`config.mk`:
```
export PLATFORM = sky130hd
export DESIGN_NAME = branch_resolve_unit
export DESIGN_NICKNAME = d
export VERILOG_FILES = /design/src/rtl/branch_resolve_unit.sv
export SDC_FILE = /design/constraint.sdc
export NUM_CORES = 1
export LEC_CHECK = 0
export BUFFER_PORTS_ARGS = -buffer_cell sky130_fd_sc_hd__buf_2
export CORE_AREA = 4 4 107 109
export CTS_BUF_LIST = sky130_fd_sc_hd__clkbuf_8 sky130_fd_sc_hd__clkbuf_16
export DETAILED_ROUTE_END_ITERATION = 7
export DIE_AREA = 0 0 111 113
export HOLD_SLACK_MARGIN = 0.08
export PLACE_DENSITY = 0.95
export SYNTH_ARGS = -nofsm -noshare
export SYNTH_HDL_FRONTEND = slang
export SYNTH_SLANG_ARGS = --single-unit
```
`constraint.sdc`:
```
create_clock -name clk -period 3.3 [get_ports clk]
set_clock_uncertainty 0.2 [all_clocks]
set_input_delay 0.165 -clock clk [delete_from_list [all_inputs] [get_ports clk]]
set_output_delay 0.165 -clock clk [all_outputs]
set_load 0.05 [all_outputs]
```
`src/rtl/branch_resolve_unit.sv`:
```
// EX-stage conditional branch resolver: compare, target, prediction check, one registered result.
// Optional saturating perf counters are built only when BRANCH_PERF_CNT_EN is defined.
module branch_resolve_unit #(
    parameter int XLEN  = 32,
    parameter int CNT_W = 32
) (
    input  logic            clk,
    input  logic            rst,
    input  logic            br_valid_i,
    input  logic [2:0]      funct3_i,
    input  logic [XLEN-1:0] rs1_i,
    input  logic [XLEN-1:0] rs2_i,
    input  logic [XLEN-1:0] pc_i,
    input  logic [XLEN-1:0] imm_i,
    input  logic            pred_taken_i,
    input  logic            stall_i,
    input  logic            flush_i,
    input  logic            cnt_clr_i,
    output logic            res_valid_o,
    output logic            taken_o,
    output logic            mispredict_o,
    output logic            illegal_o,
    output logic [XLEN-1:0] redirect_pc_o,
    output logic [CNT_W-1:0] br_cnt_o,
    output logic [CNT_W-1:0] taken_cnt_o,
    output logic [CNT_W-1:0] mispred_cnt_o
);

    logic            eq, lt_s, lt_u;
    logic            taken_c, illegal_c, mispred_c;
    logic [XLEN-1:0] target, pc_plus4;

    assign eq       = (rs1_i == rs2_i);
    assign lt_s     = ($signed(rs1_i) < $signed(rs2_i));
    assign lt_u     = (rs1_i < rs2_i);
    assign target   = pc_i + imm_i;
    assign pc_plus4 = pc_i + XLEN'(4);

    always_comb begin
        taken_c   = 1'b0;
        illegal_c = 1'b0;
        case (funct3_i)
            3'b000:  taken_c = eq;
            3'b001:  taken_c = !eq;
            3'b100:  taken_c = lt_s;
            3'b101:  taken_c = !lt_s;
            3'b110:  taken_c = lt_u;
            3'b111:  taken_c = !lt_u;
            default: illegal_c = 1'b1;
        endcase
    end

    assign mispred_c = (taken_c != pred_taken_i);

    logic            valid_q, taken_q, mispred_q, illegal_q;
    logic [XLEN-1:0] redirect_q;

    // Flush only drops valid; the payload may hold since consumers qualify with res_valid_o.
    always_ff @(posedge clk or posedge rst) begin
        if (rst) begin
            valid_q    <= 1'b0;
            taken_q    <= 1'b0;
            mispred_q  <= 1'b0;
            illegal_q  <= 1'b0;
            redirect_q <= '0;
        end else if (flush_i) begin
            valid_q    <= 1'b0;
        end else if (!stall_i) begin
            valid_q    <= br_valid_i;
            taken_q    <= br_valid_i & taken_c;
            mispred_q  <= br_valid_i & mispred_c;
            illegal_q  <= br_valid_i & illegal_c;
            redirect_q <= taken_c ? target : pc_plus4;
        end
    end

    assign res_valid_o   = valid_q;
    assign taken_o       = taken_q;
    assign mispredict_o  = mispred_q;
    assign illegal_o     = illegal_q;
    assign redirect_pc_o = redirect_q;

`ifdef BRANCH_PERF_CNT_EN
    logic             accept;
    logic [CNT_W-1:0] br_cnt_q, br_cnt_d, taken_cnt_q, taken_cnt_d, mispred_cnt_q, mispred_cnt_d;

    assign accept = br_valid_i & !flush_i & !stall_i;

    always_comb begin
        br_cnt_d      = br_cnt_q;
        taken_cnt_d   = taken_cnt_q;
        mispred_cnt_d = mispred_cnt_q;
        if (cnt_clr_i) begin
            br_cnt_d      = '0;
            taken_cnt_d   = '0;
            mispred_cnt_d = '0;
        end else if (accept) begin
            if (br_cnt_q != '1)
                br_cnt_d = br_cnt_q + CNT_W'(1);
            if (taken_c && taken_cnt_q != '1)
                taken_cnt_d = taken_cnt_q + CNT_W'(1);
            if (mispred_c && mispred_cnt_q != '1)
                mispred_cnt_d = mispred_cnt_q + CNT_W'(1);
        end
    end

    always_ff @(posedge clk or posedge rst) begin
        if (rst) begin
            br_cnt_q      <= '0;
            taken_cnt_q   <= '0;
            mispred_cnt_q <= '0;
        end else begin
            br_cnt_q      <= br_cnt_d;
            taken_cnt_q   <= taken_cnt_d;
            mispred_cnt_q <= mispred_cnt_d;
        end
    end

    assign br_cnt_o      = br_cnt_q;
    assign taken_cnt_o   = taken_cnt_q;
    assign mispred_cnt_o = mispred_cnt_q;
`else
    logic unused_cnt_clr;
    assign unused_cnt_clr = cnt_clr_i;
    assign br_cnt_o       = '0;
    assign taken_cnt_o    = '0;
    assign mispred_cnt_o  = '0;
`endif

endmodule

```
==> metrics.txt <==
fillers=940; commonest cells in the netlist=97 x buf_4, 66 x nand2_1, 64 x ha_1; CP startpoint kind=input port; Fmax=0.3177 GHz; largest family of logic cells by synthesized area=buffers and inverters; DP Cell Count=962; critical path class=input port to register; relative slew slack=0.4996; Max IR drop VDD=around 230 uV; Clock Pin Slew Worst Setup and Hold Paths=about 0.070 ns; Adder-Cell Fraction of Synth Area=0.1554; reg2reg path depth=3; Synth Area in Simple Gates=0.1608; reg-to-reg slack, setup=roughly 1.9 ns; clk root buf=clkbuf_8; ratio of cells with drive above 1 in the final layout=0.2559; input/output buffers=between 150 and 200; CTS tree=done; Die X=~110 um; Final ANT Viol Nets=0; detailed-route DRC error count=0; CP Capture Type=register; Row Count=38; FF-to-FF Start=mispredict_o$_DFFE_PP0P_; YS warnings=0; Boundary Pins=270; Least-Margin Pin Slew=0.7498 ns; Crit Path Max Fanout=5; Hold Startpoint=pc_i[28]; Synth Flop Type=dfrtp_1; Detailed Route Iter0 Violations=around 230; CTS buffer count=5; DPL Wire Length=11,940 um; Die ar.=between 10,000 and 15,000 sq um; CP arrival=~3.1 ns; Mapped Area=~5300 sq um; nets=about 1.1k; Max clock buf depth=2; vias per cell=5.090; CTS sink cnt=36; initial core utilization=0.4982; Design Power=2365 uW; XOR/XNOR Fraction of Synth Area=0.09285; Vias=5,029; endpoints failing setup=0; Mapped Avg Cell Area=8.016 sq um; CP required=around 3.3 ns; status=completed; pin count of the biggest net entering global routing=37; Synth top area share=0.1705; hold endpoint=redirect_pc_o[28]$_DFFE_PP0P_; Synth Instances=roughly 660; wire length per cell=between 10 and 15 um; Total Routed Length=approximately 14,000 um; min-delay worst type=input port to register; FFs w/ async S/R, synth=1.000; Area contributors post-synth=dfrtp_1 17%, ha_1 15%, buf_4 14%, xnor2_1 6.5%, mux2i_1 5.3%; total track usage=0.2114; Pleak=~0.0034 uW; GPL Wtd Cong=0.8998; grt ovf=0; Clk Latency, worst-skew pair=0.29 ns; setup_tns=0 ns; Unique masters post-synth=66; drt first pass iters=4; cell area power density=about 380 nW/um^2; Final min period=~3.1 ns; final hold vios=0; post-synthesis sequential area ratio=0.1705; Synth Area in Compound Gates=0.1772; initial antenna violation count=0; fin cells=roughly 990; Seq cells post-synth=36; Die H=113 um; WHS Path Cells=4; end of the worst register-to-register path=mispredict_o$_DFFE_PP0P_; vias in the first global route=around 4.9k; global-route wire length before repair=about 22,000 um; core box area=roughly 11,000 sq um; fraction of synthesized area in multiplexers=0.05590; Max Cap Viol=0; n_diodes=0; Synth-to-Final Area Change=18.10%; share of the clock period used by the worst path=0.9538; fin. max-slew vios=0; count leader, synth=buf_4; CTS H-tree lvls=2; leading area contributor after synthesis=dfrtp_1; Post-synth EDFFs=0
==> cell usage in the layout (no fill, tap or decap), drive strengths merged, types with 2 or more instances in the layout <==
cell,n
and3,14
dlygate4sd3,14
o22ai,2
a21o,11
nand2b,2
o211ai,3
o21a,2
xnor2,39
nor3,6
nand4,13
and2,2
nor3b,2
ha,64
xor2,17
o21bai,6
o21ai,51
nor4,2
and4,4
or2,5
a21oi,41
nand2,66
nor2,22
clkbuf,5
a211oi,5
dfrtp,36
conb,96
mux2i,28
inv,46
buf,181
nand3,25
a31oi,9
a21boi,4
nor2b,3
==> area by class of cell <==
cell class              instances  area (sq um)  area share
clock inverters                 3         42.54    0.006819
repair buffers                195          1094      0.1753
well taps                     140         175.2     0.02808
clock buffers                   5         68.82     0.01103
inverters                      46         172.7     0.02768
flip-flops and latches         36         900.9      0.1444
multi-input cells             563          3785      0.6067
==> sequential cells by signal (all words and copies together) (netlist names) <==
| name | count |
|---|---|
| illegal_o | 1 |
| taken_o | 1 |
| redirect_pc_o | 32 |
| res_valid_o | 1 |
| mispredict_o | 1 |
==> repair_timing <==
item,CTS,global route
hold buffers,14,0
setup buffers,0,4
setup endpoints to repair,0,10
resized for setup,0,8
endpoints found under the hold margin,26,0
==> stage by stage <==
step	worst slack (ns)	cell area [sq um]	utilization	hold slack, ns
CTS	0.01393	6176	0.5825	0.08044
finish	0.1525	6238	0.5884	0.09056
detailed placement	0.2770	5924	0.5588	0.1217
global placement	0.3192	5924	0.5588	0.1020
global route	-0.02082	6238	0.5884	0.1208
floorplan	0.7200	5639	-	0.03141
==> routing by layer <==
| metal | part of all wire | vias to the layer above | track usage |
|---|---|---|---|
| met5 | 0 | - | 0 |
| met4 | 0.018 | 0 | 0.05501 |
| met3 | 0.063 | 27 | 0.03422 |
| met2 | 0.52 | 203 | 0.4021 |
| met1 | 0.39 | 2308 | 0.2458 |
| li1 | - | 2491 | - |
==> critical path, stage by stage <==
cell and delay [ns]:
dlygate4sd3_1 0.55, buf_2 0.16, ha_1 0.35, nor2b_4 0.15, o31a_1 0.26, o21ai_2 0.21
o22ai_4 0.12, a211oi_2 0.30, a31oi_1 0.14, a21oi_2 0.23, o21ai_1 0.12, xnor2_1 0.13
o311ai_1 0.23
==> where the power goes <==
part / internal, uW / leakage (uW) / switching, uW
Combinational: 422 / 0.00294 / 979
Sequential: 520 / 0.000447 / 42.0
Clock: 224 / 0.0000541 / 178
Total: 1170 / 0.00344 / 1200
==> worst max path at each step <==
stage            start                             to  slack, ns  depth (start not counted)
2_1_floorplan  pc_i[0]  redirect_pc_o[30]$_DFFE_PP0P_       0.72                         13
3_3_place_gp   pc_i[0]  redirect_pc_o[30]$_DFFE_PP0P_       0.32                         14
3_5_place_dp   pc_i[0]  redirect_pc_o[30]$_DFFE_PP0P_       0.28                         14
4_1_cts        pc_i[0]  redirect_pc_o[30]$_DFFE_PP0P_       0.01                         15
5_1_grt        pc_i[0]  redirect_pc_o[28]$_DFFE_PP0P_      -0.02                         15
6_report       pc_i[2]  redirect_pc_o[28]$_DFFE_PP0P_       0.15                         13
==> logic make-up (layout without fill, tap and decap cells) <==
logic type	after synthesis	count (layout)
buffers and inverters	155	249
adders and majority gates	65	65
muxes	29	29
other	1	96
xor gates and xnor gates	56	56
AOI/OAI and AO/OA	148	148
DFF	36	36
and+or+nand+nor	169	169
Note: power is estimated with default switching activity, not from simulation.
